## src/rtl/text_pkg.sv

```systemverilog
// Shared constants and types for the character writer.
package text_pkg;

  localparam logic [7:0] CHAR_SPACE    = 8'h20;
  localparam logic [7:0] CHAR_LF       = 8'h0A;
  localparam logic [7:0] CHAR_CR       = 8'h0D;
  localparam logic [7:0] CHAR_BS       = 8'h08;
  localparam logic [7:0] CHAR_FF       = 8'h0C;
  localparam logic [7:0] CHAR_TAB      = 8'h09;
  localparam logic [7:0] CHAR_PRINT_LO = 8'h20;
  localparam logic [7:0] CHAR_PRINT_HI = 8'h7E;

  typedef enum logic [1:0] {
    CLEAR_ALL = 2'd0,
    IDLE      = 2'd1,
    CLEAR_ROW = 2'd2
  } text_writer_state_t;

  // True for bytes that are stored as glyphs.
  function automatic logic is_printable(input logic [7:0] ch);
    return (ch >= CHAR_PRINT_LO) && (ch <= CHAR_PRINT_HI);
  endfunction

endpackage

```

## src/rtl/text_writer_if.sv

```systemverilog
// Byte stream in, frame-buffer write port out.
interface text_writer_if #(
  parameter int unsigned p_addr_w = 13
);

  logic                istream_val;
  logic                istream_rdy;
  logic [7:0]          istream_msg;
  logic                wr_en;
  logic [p_addr_w-1:0] wr_addr;
  logic [7:0]          wr_data;

  modport master (
    output istream_val,
    output istream_msg,
    input  istream_rdy,
    input  wr_en,
    input  wr_addr,
    input  wr_data
  );

  modport slave (
    input  istream_val,
    input  istream_msg,
    output istream_rdy,
    output wr_en,
    output wr_addr,
    output wr_data
  );

endinterface

```

## src/rtl/text_cursor.sv

```systemverilog
// Cursor position and scroll offset; one command per cycle.
module text_cursor
  import text_pkg::*;
#(
  parameter  int unsigned p_cols  = 80,
  parameter  int unsigned p_rows  = 60,
  localparam int unsigned c_col_w = $clog2(p_cols),
  localparam int unsigned c_row_w = $clog2(p_rows)
) (
  input  logic               clk,
  input  logic               rst,
  input  logic               advance,
  input  logic               cr,
  input  logic               bs,
  input  logic               newline,
  input  logic               tab,
  input  logic               home,
  output logic [c_row_w-1:0] cursor_row,
  output logic [c_col_w-1:0] cursor_col,
  output logic [c_row_w-1:0] top_row,
  output logic [c_row_w-1:0] phys_row_c,
  output logic               scroll_c
);

  localparam logic [c_col_w-1:0] c_last_col = c_col_w'(p_cols - 1);
  localparam logic [c_row_w-1:0] c_last_row = c_row_w'(p_rows - 1);

  logic [c_col_w-1:0] col_q, col_n;
  logic [c_row_w-1:0] row_q, row_n;
  logic [c_row_w-1:0] top_q, top_n;
  logic               nl;
  logic [c_col_w+3:0] tab_pos;
  logic [c_row_w:0]   phys_sum;

  // Next cursor position; a newline on the last row rotates the top row instead.
  always_comb begin
    col_n   = col_q;
    row_n   = row_q;
    top_n   = top_q;
    nl      = 1'b0;
    tab_pos = ({4'b0000, col_q} | (c_col_w+4)'(7)) + (c_col_w+4)'(1);
    if (home) begin
      col_n = '0;
      row_n = '0;
      top_n = '0;
    end else if (advance) begin
      if (col_q == c_last_col) begin
        col_n = '0;
        nl    = 1'b1;
      end else begin
        col_n = col_q + c_col_w'(1);
      end
    end else if (cr) begin
      col_n = '0;
    end else if (newline) begin
      col_n = '0;
      nl    = 1'b1;
    end else if (bs) begin
      if (col_q != '0) col_n = col_q - c_col_w'(1);
    end else if (tab) begin
      if (tab_pos >= (c_col_w+4)'(p_cols)) begin
        col_n = '0;
        nl    = 1'b1;
      end else begin
        col_n = c_col_w'(tab_pos);
      end
    end
    if (nl) begin
      if (row_q != c_last_row) row_n = row_q + c_row_w'(1);
      else top_n = (top_q == c_last_row) ? '0 : top_q + c_row_w'(1);
    end
  end

  assign scroll_c   = nl && (row_q == c_last_row);
  assign phys_sum   = {1'b0, top_q} + {1'b0, row_q};
  assign phys_row_c = (phys_sum >= (c_row_w+1)'(p_rows))
                    ? c_row_w'(phys_sum - (c_row_w+1)'(p_rows))
                    : c_row_w'(phys_sum);

  // Cursor registers.
  always_ff @(posedge clk) begin
    if (rst) begin
      col_q <= '0;
      row_q <= '0;
      top_q <= '0;
    end else begin
      col_q <= col_n;
      row_q <= row_n;
      top_q <= top_n;
    end
  end

  assign cursor_row = row_q;
  assign cursor_col = col_q;
  assign top_row    = top_q;

endmodule

```

## src/rtl/text_writer.sv

```systemverilog
// Writes an ASCII byte stream into the character frame buffer.
// Optional TAB handling is enabled by defining TEXT_WRITER_TAB_EN.
module text_writer
  import text_pkg::*;
#(
  parameter  int unsigned p_cols   = 80,
  parameter  int unsigned p_rows   = 60,
  localparam int unsigned c_addr_w = $clog2(p_cols * p_rows),
  localparam int unsigned c_col_w  = $clog2(p_cols),
  localparam int unsigned c_row_w  = $clog2(p_rows)
) (
  input  logic               clk,
  input  logic               rst,
  text_writer_if.slave       bus,
  output logic [c_row_w-1:0] top_row,
  output logic [c_row_w-1:0] cursor_row,
  output logic [c_col_w-1:0] cursor_col,
  output logic               busy
);

  localparam int unsigned c_total = p_cols * p_rows;
  localparam int unsigned c_cnt_w = $clog2(c_total + 1);

  text_writer_state_t  state_q, state_n;
  logic [c_cnt_w-1:0]  cnt_q, cnt_n;
  logic [c_addr_w-1:0] clr_base_q, clr_base_n;
  logic                wr_en_q, wr_en_n;
  logic [c_addr_w-1:0] wr_addr_q, wr_addr_n;
  logic [7:0]          wr_data_q, wr_data_n;
  logic                rdy_q;
  logic                busy_q;

  logic                accept_c;
  logic                cmd_advance, cmd_cr, cmd_bs, cmd_newline, cmd_tab, cmd_home;
  logic [c_row_w-1:0]  phys_row_c;
  logic                scroll_c;
  logic [c_addr_w-1:0] row_base_c;

  text_cursor #(
    .p_cols (p_cols),
    .p_rows (p_rows)
  ) u_cursor (
    .clk        (clk),
    .rst        (rst),
    .advance    (cmd_advance),
    .cr         (cmd_cr),
    .bs         (cmd_bs),
    .newline    (cmd_newline),
    .tab        (cmd_tab),
    .home       (cmd_home),
    .cursor_row (cursor_row),
    .cursor_col (cursor_col),
    .top_row    (top_row),
    .phys_row_c (phys_row_c),
    .scroll_c   (scroll_c)
  );

  // rdy is only ever high in IDLE, so an accept implies IDLE.
  assign accept_c   = bus.istream_val && rdy_q;
  assign row_base_c = c_addr_w'(phys_row_c) * c_addr_w'(p_cols);

  // Decode an accepted byte into a one-hot cursor command.
  always_comb begin
    cmd_advance = 1'b0;
    cmd_cr      = 1'b0;
    cmd_bs      = 1'b0;
    cmd_newline = 1'b0;
    cmd_tab     = 1'b0;
    cmd_home    = 1'b0;
    if (accept_c) begin
      if (is_printable(bus.istream_msg)) begin
        cmd_advance = 1'b1;
      end else begin
        case (bus.istream_msg)
          CHAR_LF: cmd_newline = 1'b1;
          CHAR_CR: cmd_cr      = 1'b1;
          CHAR_BS: cmd_bs      = (cursor_col != '0);
          CHAR_FF: cmd_home    = 1'b1;
`ifdef TEXT_WRITER_TAB_EN
          CHAR_TAB: cmd_tab    = 1'b1;
`endif
          default: ;
        endcase
      end
    end
  end

  // Next state and next write-port values.
  always_comb begin
    state_n    = state_q;
    cnt_n      = cnt_q;
    clr_base_n = clr_base_q;
    wr_en_n    = 1'b0;
    wr_addr_n  = wr_addr_q;
    wr_data_n  = wr_data_q;
    case (state_q)
      CLEAR_ALL: begin
        if (cnt_q < c_cnt_w'(c_total)) begin
          wr_en_n   = 1'b1;
          wr_addr_n = c_addr_w'(cnt_q);
          wr_data_n = CHAR_SPACE;
          cnt_n     = cnt_q + c_cnt_w'(1);
        end else begin
          state_n = IDLE;
          cnt_n   = '0;
        end
      end
      IDLE: begin
        if (cmd_advance) begin
          wr_en_n   = 1'b1;
          wr_addr_n = row_base_c + c_addr_w'(cursor_col);
          wr_data_n = bus.istream_msg;
        end else if (cmd_bs) begin
          wr_en_n   = 1'b1;
          wr_addr_n = row_base_c + c_addr_w'(cursor_col - c_col_w'(1));
          wr_data_n = CHAR_SPACE;
        end
        if (cmd_home) begin
          state_n = CLEAR_ALL;
          cnt_n   = '0;
        end else if (scroll_c) begin
          // The row leaving the top of the screen is recycled as the new bottom row.
          state_n    = CLEAR_ROW;
          cnt_n      = '0;
          clr_base_n = c_addr_w'(top_row) * c_addr_w'(p_cols);
        end
      end
      CLEAR_ROW: begin
        if (cnt_q < c_cnt_w'(p_cols)) begin
          wr_en_n   = 1'b1;
          wr_addr_n = clr_base_q + c_addr_w'(cnt_q);
          wr_data_n = CHAR_SPACE;
          cnt_n     = cnt_q + c_cnt_w'(1);
        end else begin
          state_n = IDLE;
          cnt_n   = '0;
        end
      end
      default: begin
        state_n = CLEAR_ALL;
        cnt_n   = '0;
      end
    endcase
  end

  // State and write-port registers.
  always_ff @(posedge clk) begin
    if (rst) begin
      state_q    <= CLEAR_ALL;
      cnt_q      <= '0;
      clr_base_q <= '0;
      wr_en_q    <= 1'b0;
      wr_addr_q  <= '0;
      wr_data_q  <= CHAR_SPACE;
      rdy_q      <= 1'b0;
      busy_q     <= 1'b1;
    end else begin
      state_q    <= state_n;
      cnt_q      <= cnt_n;
      clr_base_q <= clr_base_n;
      wr_en_q    <= wr_en_n;
      wr_addr_q  <= wr_addr_n;
      wr_data_q  <= wr_data_n;
      rdy_q      <= (state_n == IDLE);
      busy_q     <= (state_n != IDLE);
    end
  end

  assign bus.istream_rdy = rdy_q;
  assign bus.wr_en       = wr_en_q;
  assign bus.wr_addr     = wr_addr_q;
  assign bus.wr_data     = wr_data_q;
  assign busy            = busy_q;

endmodule

```

## src/flat_wrapper.sv

```systemverilog
// flat-port wrapper written by rule: the top's interface ports become plain ports
module text_writer_flat import text_pkg::*;
#(
  parameter  int unsigned p_cols   = 80,
  parameter  int unsigned p_rows   = 60,
  localparam int unsigned c_addr_w = $clog2(p_cols * p_rows),
  localparam int unsigned c_col_w  = $clog2(p_cols),
  localparam int unsigned c_row_w  = $clog2(p_rows)
)
  (clk, rst, top_row, cursor_row, cursor_col, busy, bus_istream_val, bus_istream_msg, bus_istream_rdy, bus_wr_en, bus_wr_addr, bus_wr_data);
  text_writer_if #(.p_addr_w(($clog2(p_cols * p_rows)))) bus_i ();
  input  logic clk;
  input  logic rst;
  output logic [c_row_w-1:0] top_row;
  output logic [c_row_w-1:0] cursor_row;
  output logic [c_col_w-1:0] cursor_col;
  output logic busy;
  input wire logic [$bits(bus_i.istream_val)-1:0] bus_istream_val;
  input wire logic [$bits(bus_i.istream_msg)-1:0] bus_istream_msg;
  output wire logic [$bits(bus_i.istream_rdy)-1:0] bus_istream_rdy;
  output wire logic [$bits(bus_i.wr_en)-1:0] bus_wr_en;
  output wire logic [$bits(bus_i.wr_addr)-1:0] bus_wr_addr;
  output wire logic [$bits(bus_i.wr_data)-1:0] bus_wr_data;
  assign bus_i.istream_val = bus_istream_val;
  assign bus_i.istream_msg = bus_istream_msg;
  assign bus_istream_rdy = bus_i.istream_rdy;
  assign bus_wr_en = bus_i.wr_en;
  assign bus_wr_addr = bus_i.wr_addr;
  assign bus_wr_data = bus_i.wr_data;
  text_writer #(.p_cols(p_cols), .p_rows(p_rows)) u_core (.clk(clk), .rst(rst), .bus(bus_i), .top_row(top_row), .cursor_row(cursor_row), .cursor_col(cursor_col), .busy(busy));
endmodule
```

## config.mk

```make
export PLATFORM = sky130hd
export DESIGN_NAME = text_writer_flat
export DESIGN_NICKNAME = d
export VERILOG_FILES = /design/src/rtl/text_pkg.sv /design/src/rtl/text_writer_if.sv /design/src/rtl/text_cursor.sv /design/src/rtl/text_writer.sv /design/src/flat_wrapper.sv
export SDC_FILE = /design/constraint.sdc
export NUM_CORES = 1
export LEC_CHECK = 0
export CORE_ASPECT_RATIO = 0.6
export CORE_MARGIN = 3
export CORE_UTILIZATION = 63
export DETAILED_ROUTE_END_ITERATION = 8
export MAX_ROUTING_LAYER = met4
export PLACE_DENSITY = 0.87
export SETUP_SLACK_MARGIN = 0.15
export SYNTH_ARGS = -nofsm -noshare
export SYNTH_HDL_FRONTEND = slang
export SYNTH_HIERARCHICAL = 1
export SYNTH_SLANG_ARGS = --single-unit
```

## constraint.sdc

```tcl
create_clock -name clk -period 10.56 [get_ports clk]
set_clock_uncertainty 0.05 [all_clocks]
set_input_delay 2.112 -clock clk [delete_from_list [all_inputs] [get_ports clk]]
set_output_delay 2.112 -clock clk [all_outputs]
set_load 0.01 [all_outputs]
```

== After elaboration in Yosys (flattened, before gate mapping) ==
Cells that the tools add are included.

* Logic and storage cells: 116
* Output and inout bits: 43
* Register bits: 67
* Bits of input ports: 11

* Multipliers: 2
* Order comparisons: 5
* Reduce and logical (&&, ||, !) cells: 12
* Add/sub/neg operators: 11
* Bitwise operators: 1
* Equality and inequality tests: 16
* Multiplexer cells: 58

{| class="wikitable"
|+ Operators with widths
! kind !! number
|-
| $mux 13 || 8
|-
| $pmux 13 s3 || 2
|-
| $mux 6 || 8
|-
| $mux 7 || 6
|-
| $eq 8x4->1 const B || 4
|-
| $mux 8 || 4
|-
| $add 13x13->13 || 2
|-
| $pmux 8 s3 || 1
|-
| $mux 1 || 23
|-
| $mul 6x3->9 const B || 2
|-
| $add 13x1->13 const B || 1
|-
| $add 13x7->13 || 1
|-
| $lt 13x13->1 const B || 1
|-
| $lt 13x7->1 const B || 1
|-
| $add 6x1->6 const B || 2
|-
| $eq 6x6->1 const B || 2
|-
| $ge 8x6->1 const B || 1
|-
| $le 8x7->1 const B || 1
|-
| $mux 2 || 4
|-
| $reduce_bool 4->1 || 2
|-
| $sub 7x1->8 const B || 1
|-
| $add 6x6->7 || 1
|-
| $add 7x1->7 const B || 1
|-
| $eq 7x7->1 const B || 1
|-
| 19 further kinds || 25
|}

== Logic depth before layout (Yosys ltp) ==
Gate-level depths: netlist of the first run.

* Word-level depth: 13
* Depth in mapped cells: 22
* Gate-level depth less buffers: 22

== By module ==
The synthesis of the first run kept the hierarchy.

{| class="wikitable"
|+ By module, submodules not included
! module !! seq. area each (um^2) !! instances !! cells each !! area an instance (um^2)
|-
| text_writer || 960.9 || 1 || 404 || 3484.6
|-
| text_cursor || 380.4 || 1 || 242 || 1855.5
|}

== Worst setup path before layout of the first run ==
OpenSTA, ideal clock, no wires.

* Path kind: in2reg
* Start point: input port bus_istream_msg[5]
* End point: register u_core.wr_addr_q[10] (netlist: u_core/bus.wr_addr[10])
* Buffers on the path: 0
* Data required time: 10382 ps
* Slack: 5494 ps
* Data arrival time: 4888 ps
* Setup time: 128 ps
* Stages: 13
* Cell sequence: nand4_1 -> o211ai_1 -> nand2_1 -> or3_1 -> xnor2_1 -> ha_1 -> fa_1 -> a21o_1 -> a22oi_1 -> nor2b_1 -> xnor2_1 -> a2111oi_0 -> o41ai_1

* Longest elaborated chain between the ends: 6
* Elaborated cells between the ends (all ways): 13
* Classes of those cells: order compare: 2; eq/ne: 2; mux: 7; reduce/logical: 2

{| class="wikitable"
|+ RTL lines
! item !! line !! RTL
|-
| from (decl) || flat_wrapper.sv:19 || <nowiki>input wire logic [$bits(bus_i.istream_msg)-1:0] bus_istream_msg;</nowiki>
|-
| $ge 8x6->1, or another cell as far along || text_pkg.sv:21 || <nowiki>return (ch >= CHAR_PRINT_LO) && (ch <= CHAR_PRINT_HI);</nowiki>
|-
| $logic_and 1x1->1 or $mux 1 (tied branches) || text_pkg.sv:21, text_writer.sv:74 ||
|-
| $mux 1 || text_writer.sv:71 || <nowiki>if (is_printable(bus.istream_msg)) begin</nowiki>
|-
| $mux 1 || text_writer.sv:70 || <nowiki>if (accept_c) begin</nowiki>
|-
| $ne 3x1->1 (no line) or $mux 13 (tied branches) || -- ||
|-
| $reduce_and 4->1 (no line) or $pmux 13 s3 (tied branches) || -- ||
|-
| to (signal assigned) || text_writer.sv:162 || <nowiki>wr_addr_q <= wr_addr_n;</nowiki>
|-
| to (decl) || text_writer.sv:28 || <nowiki>logic [c_addr_w-1:0] wr_addr_q, wr_addr_n;</nowiki>
|}

Parallel ways exist; a longest one is shown, timed or not.
A chain may end at the register's enable or synchronous reset.

== Worst setup path in the final report of the first run ==
* Start point: input port bus_istream_msg[2]
* End point: register u_core.wr_addr_q[10] (netlist: u_core/bus.wr_addr[10])

Same word-level chain as after synthesis.

==> metrics.cfg, run 1 <==
[worst_setup_path]
timing.critical_path.cells=clkdlybuf4s50_1, nand3_1, o211ai_1, nand2_1, or3_1, xnor2_1, ha_1, fa_1, a21o_1, a22oi_1, nor2b_1, xnor2_1, a2111oi_0, o41ai_1
critPathCaptureType=register
worst_path_dominant_cell_family=compound AO/OA/AOI/OAI gates
path_max_fanout=9
worstSetupPathType=primary input to register
crit_path_start_kind=primary input
required_time_reported_for_the_critical_path_endpoint_ps=10710
timing.reg2reg.setup_slack_ps=4730
critical_path_s_most_frequent_cell=sky130_fd_sc_hd__xnor2_1
cp_slowest_stage_delay_ps=590
worst_path_max_delay_cell=sky130_fd_sc_hd__clkdlybuf4s50_1
critPathArrivalTime_ps=6080
cp_num_buf_inv=1

[job]
max_cap_viol_count=0

[floorplanning]
num_io_pins=54
fp.coreArea_um2=8040
fp.dieW_um=125
std_cell_rows=25
start_util=0.664
die_h_um=77.3
die_area_um2=9650

[synth]
post_synth_num_cell_types=78
ys_seq_area_frac=0.251
yosys_warnings=6
synth_flop_cell=sky130_fd_sc_hd__dfxtp_1
postSynthAreaPerCell_um2=8.27
syn_area_um2=5340
ys_ff_latch=67
synthCells=646
ys_async_sr_fraction=0
synth_edf_count=0

[power]
switching_power_uw=173
power_frac_comb=0.100
vdd_drop_max_uv=87.6
power.static_leakage_nw=2.65
clk_network_pwr_share=0.491
net_sw_frac=0.269
share_seq_of_total_power=0.409
power_uw=644
power_density_nw_per_um2=104
internal-power_uw=471

[sta]
timing_hold_violations_final=0
setup_violations=0
grt_setup_unrepaired=no
tightest_pin_transition_ps=878
timing.final.crit_period_ps=5930
slew_headroom=0.411
clock.fmax_mhz=169
setup_tns_ps=0
slew_violations=0
final.period_utilization=0.562

[grt]
grt_first_pass_wirelength_mm=24.8
grt-ovfl-total=0
grt_antenna_before_repair=0
grt_max_degree=50
globalRouteTotalUtil=0.319
first_global_vias=5017

[cells_and_area]
syn_to_final_growth_pct=16.4
layout.cells.most_common_list=sky130_fd_sc_hd__nor2_1 (68), sky130_fd_sc_hd__dfxtp_1 (67), sky130_fd_sc_hd__ha_1 (54), sky130_fd_sc_hd__clkdlybuf4s50_1 (53), sky130_fd_sc_hd__a21oi_1 (46)
layout.cells.most_common=sky130_fd_sc_hd__nor2_1
finish.net_count=759
drive_above_1_share=0.0634
num_antenna_cells=0
layout.filler_cells=539

[clock_tree]
cts.htree.levels=3
clk_pin_slew_ps=60
clockBufferDepth=2
cts.sink_count=67
clock_latency_ps=340
cts_resized=0
ctsRootBufferMaster=sky130_fd_sc_hd__clkbuf_16
post-cts-setup-buffer-count=0
cts_buffers=9
cts_hold_buffers=0
cts_tree=built

[route]
wirelength_mm=15.4
ant_nets=0
drt_iter0_drc=782
drtPass1Iterations=6
dr_total_vias=5406
avgViaCountPerCell=6.74
detail_route.drc_violations=0
wl_per_cell_um=19.2

[place]
post-dp-hpwl_mm=10.9
numPortBuffers=53
gpl.final_weighted_congestion=0.937

[run_status]
run_status=completed

[min_path]
min_path_type=register to register

[per-layer routing]
layer | track usage | up-vias | wire (um)
met2 | 0.472 | 361 | 6550
met5 | - | - | 0
met3 | 0.0668 | 52 | 1700
met1 | 0.431 | 2498 | 6710
li1 | - | 2495 | -
met4 | 0.118 | 0 | 428
[power groups by stage]
stage | clock (mW) | sequential (mW) | combinational [mW]
2_1_floorplan | 0 | 0.267 | 0.0435
3_3_place_gp | 0 | 0.269 | 0.0592
3_5_place_dp | 0 | 0.269 | 0.0616
4_1_cts | 0.318 | 0.263 | 0.0626
5_1_grt | 0.329 | 0.264 | 0.0692
6_report | 0.316 | 0.263 | 0.0642
[tightest hold or removal path, stage by stage, from the launching register on]
cell                      delay, ps
sky130_fd_sc_hd__dfxtp_1        310
sky130_fd_sc_hd__nand2_1         50
sky130_fd_sc_hd__a21oi_1         50
[metrics by stage]
stage | setup WS [ps] | instance area, um2 | std cells | util | hold WS (ps)
2_1_floorplan | 5490 | 5340 | 647 | - | 408
3_3_place_gp | 4620 | 5910 | 786 | 0.735 | 390
3_5_place_dp | 4360 | 5910 | 786 | 0.735 | 396
4_1_cts | 4690 | 6220 | 802 | 0.774 | 403
5_1_grt | 4280 | 6220 | 802 | 0.774 | 412
6_report | 4630 | 6220 | 802 | 0.774 | 400
[worst paths after layout]
check | to | cells after the start | startpoint
worst max-delay path | u_core/bus.wr_addr[10]$_SDFFE_PP0P_ | 14 | bus_istream_msg[2]
worst min-delay path | u_core/bus.wr_addr[6]$_SDFFE_PP0P_ | 2 | u_core/bus.wr_addr[6]$_SDFFE_PP0P_
worst max register to register | u_core/bus.wr_addr[10]$_SDFFE_PP0P_ | 20 | u_core/u_cursor/top_row[1]$_SDFF_PP0_
worst min register to register | u_core/bus.wr_addr[6]$_SDFFE_PP0P_ | 2 | u_core/bus.wr_addr[6]$_SDFFE_PP0P_
[layout make-up]
class | count | area (um2) | area share
clock buffer | 9 | 225 | 0.0362
clock inverter | 7 | 82.6 | 0.0133
inverter | 32 | 120 | 0.0193
multi-input combinational | 522 | 3750 | 0.604
sequential | 67 | 1340 | 0.216
tap | 108 | 135 | 0.0217
timing repair buffer | 57 | 561 | 0.0901
[synth_stat cells, drive strengths merged (3+ instances only)]
master,count,area [um2]
a211o,6,52.6
a211oi,15,113
a21o,14,114
a21oi,46,230
a221o,4,40.0
a221oi,5,43.8
a22oi,8,60.1
a2bb2oi,3,26.3
a311oi,3,26.3
a31oi,6,37.5
and2,3,18.8
and3,10,68.8
and3b,3,26.3
buf,11,71.3
clkbuf,15,57.6
dfxtp,67,1340
fa,5,100
ha,54,676
inv,32,120
mux2i,12,124
nand2,37,139
nand2b,8,50.1
nand3,24,133
nand3b,6,45.0
nand4,10,77.6
nand4b,3,26.3
nor2,68,255
nor2b,6,37.5
nor3,7,35.0
nor3b,4,35.0
nor4,5,31.3
o211ai,19,143
o21a,7,52.6
o21ai,29,145
o221ai,4,35.0
o31ai,7,57.6
o41ai,3,45.1
or2,6,37.5
or3,8,56.3
or4,5,37.5
xnor2,15,131
xor2,18,158
[kinds of logic after synthesis]
| logic type | share of synthesized area |
|---|---|
| buf+inv | 0.0466 |
| fa+ha+maj | 0.145 |
| simple gates | 0.221 |
| compound gates | 0.254 |
| xor+xnor | 0.0541 |
| flops | 0.251 |
| other cells | 0.000702 |
| mux | 0.0274 |
[flip-flops by register name (all words and copies together) (netlist names)]
signal / flops
u_core/clr_base_q: 9
u_core/cnt_q: 13
u_core/u_cursor/cursor_row: 6
u_core/u_cursor/cursor_col: 7
u_core/bus.wr_addr: 13
u_core/bus.istream_rdy: 1
u_core/state_q: 2
u_core/u_cursor/top_row: 6
u_core/bus.wr_en: 1
u_core/busy: 1
u_core/bus.wr_data: 8
(Power assumes the default switching activity.)
==> run 2: changes to the inputs <==
--- a/config.mk
+++ b/config.mk
@@ -7,10 +7,10 @@
 export LEC_CHECK = 0
 export CORE_ASPECT_RATIO = 0.6
 export CORE_MARGIN = 3
-export CORE_UTILIZATION = 63
+export CORE_UTILIZATION = 58
 export DETAILED_ROUTE_END_ITERATION = 8
 export MAX_ROUTING_LAYER = met4
-export PLACE_DENSITY = 0.87
+export PLACE_DENSITY = 0.81
 export SETUP_SLACK_MARGIN = 0.15
 export SYNTH_ARGS = -nofsm -noshare
 export SYNTH_HDL_FRONTEND = slang
==> constraint.sdc (replaced) <==
create_clock -name clk -period 5.94 [get_ports clk]
set_clock_uncertainty 0.05 [all_clocks]
set_input_delay 1.188 -clock clk [delete_from_list [all_inputs] [get_ports clk]]
set_output_delay 1.188 -clock clk [all_outputs]
set_load 0.01 [all_outputs]
==> run 2 against run 1 <==
Effect of this change: total power up 77%; critical endpoint unchanged; combinational power increased by 74%; sequential power up 78%; worst setup slack lost 4200 ps; critical path type is now register to register.
==> metrics.cfg, run 2 (synthesis gave the netlist of run 1 again) <==
[run_status]
run_status=completed  ; unchanged

[route]
detail_route.drc_violations=0  ; unchanged
drtPass1Iterations=5  ; was 6
ant_nets=0  ; unchanged
drt_iter0_drc=691  ; was 782
avgViaCountPerCell=6.67  ; was 6.74
wl_per_cell_um=18.3  ; was 19.2 um
dr_total_vias=5375  ; was 5406
wirelength_mm=14.7  ; was 15.4 mm

[cells_and_area]
layout.cells.most_common_list=sky130_fd_sc_hd__nor2_1 (68), sky130_fd_sc_hd__dfxtp_1 (67), sky130_fd_sc_hd__ha_1 (54), sky130_fd_sc_hd__clkdlybuf4s50_1 (53), sky130_fd_sc_hd__a21oi_1 (46)  ; unchanged
final_cells=806  ; was 802
drive_above_1_share=0.0648  ; was 0.0634
layout.filler_cells=653  ; was 539
layout.cells.most_common=sky130_fd_sc_hd__nor2_1  ; unchanged
finish.utilization=0.714  ; was 0.774
syn_to_final_growth_pct=16.6  ; was 16.4%
num_antenna_cells=0  ; unchanged
finish.net_count=759  ; unchanged

[clock_tree]
clock_latency_ps=340  ; about the same
ctsRootBufferMaster=sky130_fd_sc_hd__clkbuf_16  ; unchanged
cts.sink_count=67  ; unchanged
post-cts-setup-buffer-count=0  ; unchanged
cts_buffers=9  ; unchanged
clockBufferDepth=2  ; unchanged
cts_tree=built  ; unchanged
cts.htree.levels=3  ; unchanged
clk_pin_slew_ps=60  ; about the same

[grt]
grt_antenna_before_repair=0  ; unchanged
grt-ovfl-total=0  ; unchanged
grt_max_degree=26  ; was 50
globalRouteTotalUtil=0.297  ; was 0.319
grt_first_pass_wirelength_mm=24.0  ; was 24.8 mm
first_global_vias=4820  ; was 5017

[floorplanning]
die_h_um=80.3  ; was 77.3 um
die_area_um2=10400  ; was 9650 um2
std_cell_rows=26  ; was 25
num_io_pins=54  ; unchanged
fp.coreArea_um2=8720  ; was 8040 um2
start_util=0.613  ; was 0.664
fp.dieW_um=130  ; was 125 um

[sta]
slew_headroom=0.364  ; was 0.411
setup_violations=0  ; unchanged
clock.fmax_mhz=182
timing_hold_violations_final=0  ; unchanged
timing.final.crit_period_ps=5500
setup_tns_ps=0  ; unchanged
timing.hold.ws_ps=403  ; was 400 ps
grt_setup_unrepaired=no  ; unchanged
postLayoutSetupSlackWorst_ps=440  ; was 4630 ps
tightest_pin_transition_ps=951  ; was 878 ps
slew_violations=0  ; unchanged
final.period_utilization=0.926

[min_path]
min_path_type=register to register  ; unchanged
worstHoldPathCells=2  ; unchanged

[worst_setup_path]
critPathCaptureType=register  ; unchanged
worstSetupPathType=register to register  ; was primary input to register
required_time_reported_for_the_critical_path_endpoint_ps=6110  ; was 10710 ps
crit_path_start_kind=register  ; was primary input
path_max_fanout=7  ; was 9
critPathArrivalTime_ps=5670  ; was 6080 ps
reg2reg_depth=20  ; unchanged

[power]
power_density_nw_per_um2=183  ; was 104 nW/um2
vdd_drop_max_uv=149  ; was 87.6 uV
power.static_leakage_nw=2.65  ; about the same

[place]
gpl.final_weighted_congestion=0.958  ; was 0.937
placement.setup.worst_slack_ps=461  ; was 4360 ps
post-place-cells=790  ; was 786
post-dp-hpwl_mm=10.8  ; was 10.9 mm
numPortBuffers=53  ; unchanged

[job]
max_cap_viol_count=0  ; unchanged

## run 2: layout make-up
cell class                      count  area, um2  share of cell area
Inverter                           32        120              0.0193
Clock buffer                        9        225              0.0362
Sequential cell                    67       1340               0.215
Timing Repair Buffer               57        561              0.0900
Clock inverter                      7       81.3              0.0131
Tap cell                          112        140              0.0225
Multi-Input combinational cell    522       3760               0.604
## run 2: what timing repair did
item	4_1_cts	5_1_grt
setup endpoints to repair	0	2
gates resized for setup	0	1
hold buffers	0	0
## run 2: final timing paths
kind | from | endpoint | slack [ps]
hold / removal | u_core/bus.wr_addr[4]$_SDFFE_PP0P_ | u_core/bus.wr_addr[4]$_SDFFE_PP0P_ | 400
hold reg to reg | u_core/bus.wr_addr[4]$_SDFFE_PP0P_ | u_core/bus.wr_addr[4]$_SDFFE_PP0P_ | 400
setup reg to reg | u_core/u_cursor/cursor_row[0]$_SDFF_PP0_ | u_core/bus.wr_addr[10]$_SDFFE_PP0P_ | 440
setup / recovery | u_core/u_cursor/cursor_row[0]$_SDFF_PP0_ | u_core/bus.wr_addr[10]$_SDFFE_PP0P_ | 440
## run 2: report_power, final
part	total (mW)	internal, mW	switching (mW)
Sequential	0.469	0.455	0.0137
Combinational	0.112	0.0497	0.0626
Clock	0.558	0.332	0.226
Total	1.14	0.836	0.302
## run 2: metrics by stage
step | area (um2) | power [mW]
floorplan | 5340 | 0.552
detailed placement | 5920 | 0.586
global route | 6230 | 1.18
finish | 6230 | 1.14
global placement | 5920 | 0.583
CTS | 6220 | 1.14
## run 2: worst max-delay path, stage by stage, from the launching register on
cell and delay, ps:
sky130_fd_sc_hd__dfxtp_1 510, sky130_fd_sc_hd__ha_1 260, sky130_fd_sc_hd__inv_1 70, sky130_fd_sc_hd__fa_1 410
sky130_fd_sc_hd__xnor2_1 200, sky130_fd_sc_hd__ha_1 260, sky130_fd_sc_hd__nand3b_1 90, sky130_fd_sc_hd__o21ai_1 90
sky130_fd_sc_hd__a31oi_1 350, sky130_fd_sc_hd__mux2_1 400, sky130_fd_sc_hd__ha_1 290, sky130_fd_sc_hd__ha_1 230
sky130_fd_sc_hd__fa_1 410, sky130_fd_sc_hd__xor2_1 180, sky130_fd_sc_hd__ha_1 330, sky130_fd_sc_hd__and3_1 180
sky130_fd_sc_hd__a22oi_1 210, sky130_fd_sc_hd__nor2b_1 220, sky130_fd_sc_hd__xnor2_1 80, sky130_fd_sc_hd__a2111oi_0 430
sky130_fd_sc_hd__o41ai_1 120
## run 2: layer usage
layer,track usage,up-vias,wire length (um)
met4,0.0737,0,193
met5,-,-,0
met2,0.445,313,6420
li1,-,2500,-
met3,0.0658,19,1560
met1,0.407,2543,6550
==> run 3: changes to the inputs <==
--- a/config.mk
+++ b/config.mk
@@ -5,6 +5,7 @@
 export SDC_FILE = /design/constraint.sdc
 export NUM_CORES = 1
 export LEC_CHECK = 0
+export CAP_MARGIN = 40
 export CORE_ASPECT_RATIO = 0.6
 export CORE_MARGIN = 3
 export CORE_UTILIZATION = 58
==> run 3 against run 2 <==
Effect of this change: total power is 0.42% lower; flip-flop and latch count stayed put; critical path type unchanged; clock-buffer cell count stayed put; combinational power hardly changed; first-iteration DRC count is 4.1% higher; worst setup slack worse by 14 ps; largest power group unchanged.
==> metrics.cfg, run 3 (synthesis gave the netlist of run 1 again) <==
[run_status]
run_status=completed  ; unchanged

[grt]
grt_antenna_before_repair=0  ; unchanged
grt_first_pass_wirelength_mm=24.3  ; was 24.0 mm
grt-ovfl-total=0  ; unchanged
globalRouteTotalUtil=0.299  ; was 0.297
first_global_vias=4904  ; was 4820
grt_max_degree=26  ; unchanged

[clock_tree]
cts_buffers=9  ; unchanged
clockBufferDepth=2  ; unchanged
clock_latency_ps=350  ; was 340 ps
clk_pin_slew_ps=60  ; about the same
cts.htree.levels=3  ; unchanged
cts_tree=built  ; unchanged
cts.sink_count=67  ; unchanged
ctsRootBufferMaster=sky130_fd_sc_hd__clkbuf_16  ; unchanged

[sta]
setup_tns_ps=0  ; unchanged
postLayoutSetupSlackWorst_ps=425  ; was 440 ps
slew_headroom=0.475  ; was 0.364
timing.final.crit_period_ps=5510  ; was 5500 ps
setup_violations=0  ; unchanged
timing_hold_violations_final=0  ; unchanged
clock.fmax_mhz=181  ; was 182 MHz
grt_setup_unrepaired=no  ; unchanged
final.period_utilization=0.928  ; was 0.926
slew_violations=0  ; unchanged
tightest_pin_transition_ps=768  ; was 951 ps

[floorplanning]
fp.dieW_um=130  ; unchanged
die_h_um=80.3  ; unchanged
start_util=0.613  ; unchanged
fp.coreArea_um2=8720  ; unchanged
die_area_um2=10400  ; unchanged
std_cell_rows=26  ; unchanged
num_io_pins=54  ; unchanged

[cells_and_area]
layout.cells.most_common_list=sky130_fd_sc_hd__nor2_1 (68), sky130_fd_sc_hd__dfxtp_1 (67), sky130_fd_sc_hd__ha_1 (54), sky130_fd_sc_hd__clkdlybuf4s50_1 (53), sky130_fd_sc_hd__a21oi_1 (46)  ; unchanged
num_antenna_cells=0  ; unchanged
drive_above_1_share=0.0662  ; was 0.0648
finish.net_count=760  ; was 759
final_area_um2=6240  ; was 6230 um2
layout.cells.most_common=sky130_fd_sc_hd__nor2_1  ; unchanged
syn_to_final_growth_pct=16.9  ; was 16.6%

[place]
placement.setup.worst_slack_ps=501  ; was 461 ps
post-dp-hpwl_mm=10.9  ; was 10.8 mm
gpl.final_weighted_congestion=0.958  ; unchanged
numPortBuffers=53  ; unchanged
place_area_um2=5930  ; was 5920 um2

[route]
drtPass1Iterations=7  ; was 5
avgViaCountPerCell=6.59  ; was 6.67
wirelength_mm=14.7  ; about the same
drt_iter0_drc=719  ; was 691
wl_per_cell_um=18.2  ; was 18.3 um
ant_nets=0  ; unchanged
dr_total_vias=5315  ; was 5375
detail_route.drc_violations=0  ; unchanged

[power]
power.static_leakage_nw=2.66  ; was 2.65 nW
vdd_drop_max_uv=150  ; was 149 uV
power_density_nw_per_um2=182  ; was 183 nW/um2
power_mw=1.13  ; was 1.14 mW

[worst_setup_path]
crit_path_start_kind=register  ; unchanged
timing.rr.start=u_core/u_cursor/cursor_row[0]$_SDFF_PP0_  ; unchanged
required_time_reported_for_the_critical_path_endpoint_ps=6110  ; about the same
critPathArrivalTime_ps=5680  ; was 5670 ps
worst_path_max_delay_cell=sky130_fd_sc_hd__dfxtp_1  ; unchanged
path_max_fanout=7  ; unchanged
critPathCaptureType=register  ; unchanged
startpoint=u_core/u_cursor/cursor_row[0]$_SDFF_PP0_  ; unchanged
worstSetupPathType=register to register  ; unchanged
crit_path_end=u_core/bus.wr_addr[10]$_SDFFE_PP0P_  ; unchanged
critical_path_s_most_frequent_cell=sky130_fd_sc_hd__ha_1  ; unchanged
timing.critical_path.cells=ha_1, inv_1, fa_1, xnor2_1, ha_1, nand3b_1, o21ai_1, a31oi_1, mux2_1, ha_1, ha_1, fa_1, xor2_1, ha_1, and3_1, a22oi_1, nor2b_1, xnor2_1, a2111oi_0, o41ai_1  ; unchanged
cp_slowest_stage_delay_ps=500  ; was 510 ps
timing.reg2reg.setup_slack_ps=430  ; was 440 ps
rr_endpoint=u_core/bus.wr_addr[10]$_SDFFE_PP0P_  ; unchanged
reg2reg_depth=20  ; unchanged

[min_path]
min_path_type=register to register  ; unchanged
hold_wc_startpoint=u_core/bus.wr_addr[7]$_SDFFE_PP0P_  ; was u_core/bus.wr_addr[4]$_SDFFE_PP0P_

[job]
max_cap_viol_count=0  ; unchanged

run 3: changes by cell type in the layout (fill, tap and decap cells not counted), sizes merged:
cell / change
inv: -1
clkinv: +1
buf: +1
run 3: worst min-delay path by stage:
stage          cells after the start                                  to
6_report                           2  u_core/bus.wr_addr[7]$_SDFFE_PP0P_
5_1_grt                            2  u_core/bus.wr_addr[7]$_SDFFE_PP0P_
4_1_cts                            2  u_core/bus.wr_addr[6]$_SDFFE_PP0P_
3_5_place_dp                       2  u_core/bus.wr_addr[6]$_SDFFE_PP0P_
3_3_place_gp                       2  u_core/bus.wr_addr[6]$_SDFFE_PP0P_
2_1_floorplan                      2  u_core/clr_base_q[11]$_SDFFE_PP0P_
run 3: metal layers:
layer	part of all wire	vias up	global-route usage
met5	0	-	-
met4	0.017	0	0.0892
met3	0.095	33	0.0724
met2	0.42	297	0.425
met1	0.46	2484	0.419
li1	-	2501	-
run 3: where the power goes:
group	leakage, nW	switching [mW]	internal (mW)	total (mW)
Combinational	1.97	0.0614	0.0506	0.112
Clock	0.147	0.222	0.331	0.553
Sequential	0.542	0.0140	0.455	0.469
Total	2.66	0.298	0.836	1.13
run 3: layout make-up:
| type | instances | area, um2 |
|---|---|---|
| Clock buffer | 9 | 225 |
| Clock inverter | 7 | 81.3 |
| Fill cell | 662 | 2480 |
| Inverter | 32 | 120 |
| Multi-Input combinational cell | 522 | 3760 |
| Sequential cell | 67 | 1340 |
| Tap cell | 112 | 140 |
| Timing Repair Buffer | 58 | 576 |
run 3: repair_timing:
action | CTS | global route
endpoints found under the setup margin | 0 | 2
hold endpoints to repair | 0 | 0
resized for setup | 0 | 1
setup buffers | 0 | 0
hold buffers | 0 | 0
run 3: critical path: cells and delay by family (launching register included):
kind	cells	cell delay, ps
AO/OA/AOI/OAI	5	1060
flip-flops	1	500
XOR/XNOR	3	620
AND/OR/NAND/NOR	3	470
buffers and inverters	1	80
multiplexers	1	390
adder cells (fa/ha/maj)	7	2210
run 3: per-stage QoR:
step | std cells | util | hold WS, ps
floorplan | 647 | - | 408
global placement | 790 | 0.679 | 392
detailed placement | 791 | 0.680 | 396
CTS | 807 | 0.715 | 405
global route | 807 | 0.716 | 434
finish | 807 | 0.716 | 402
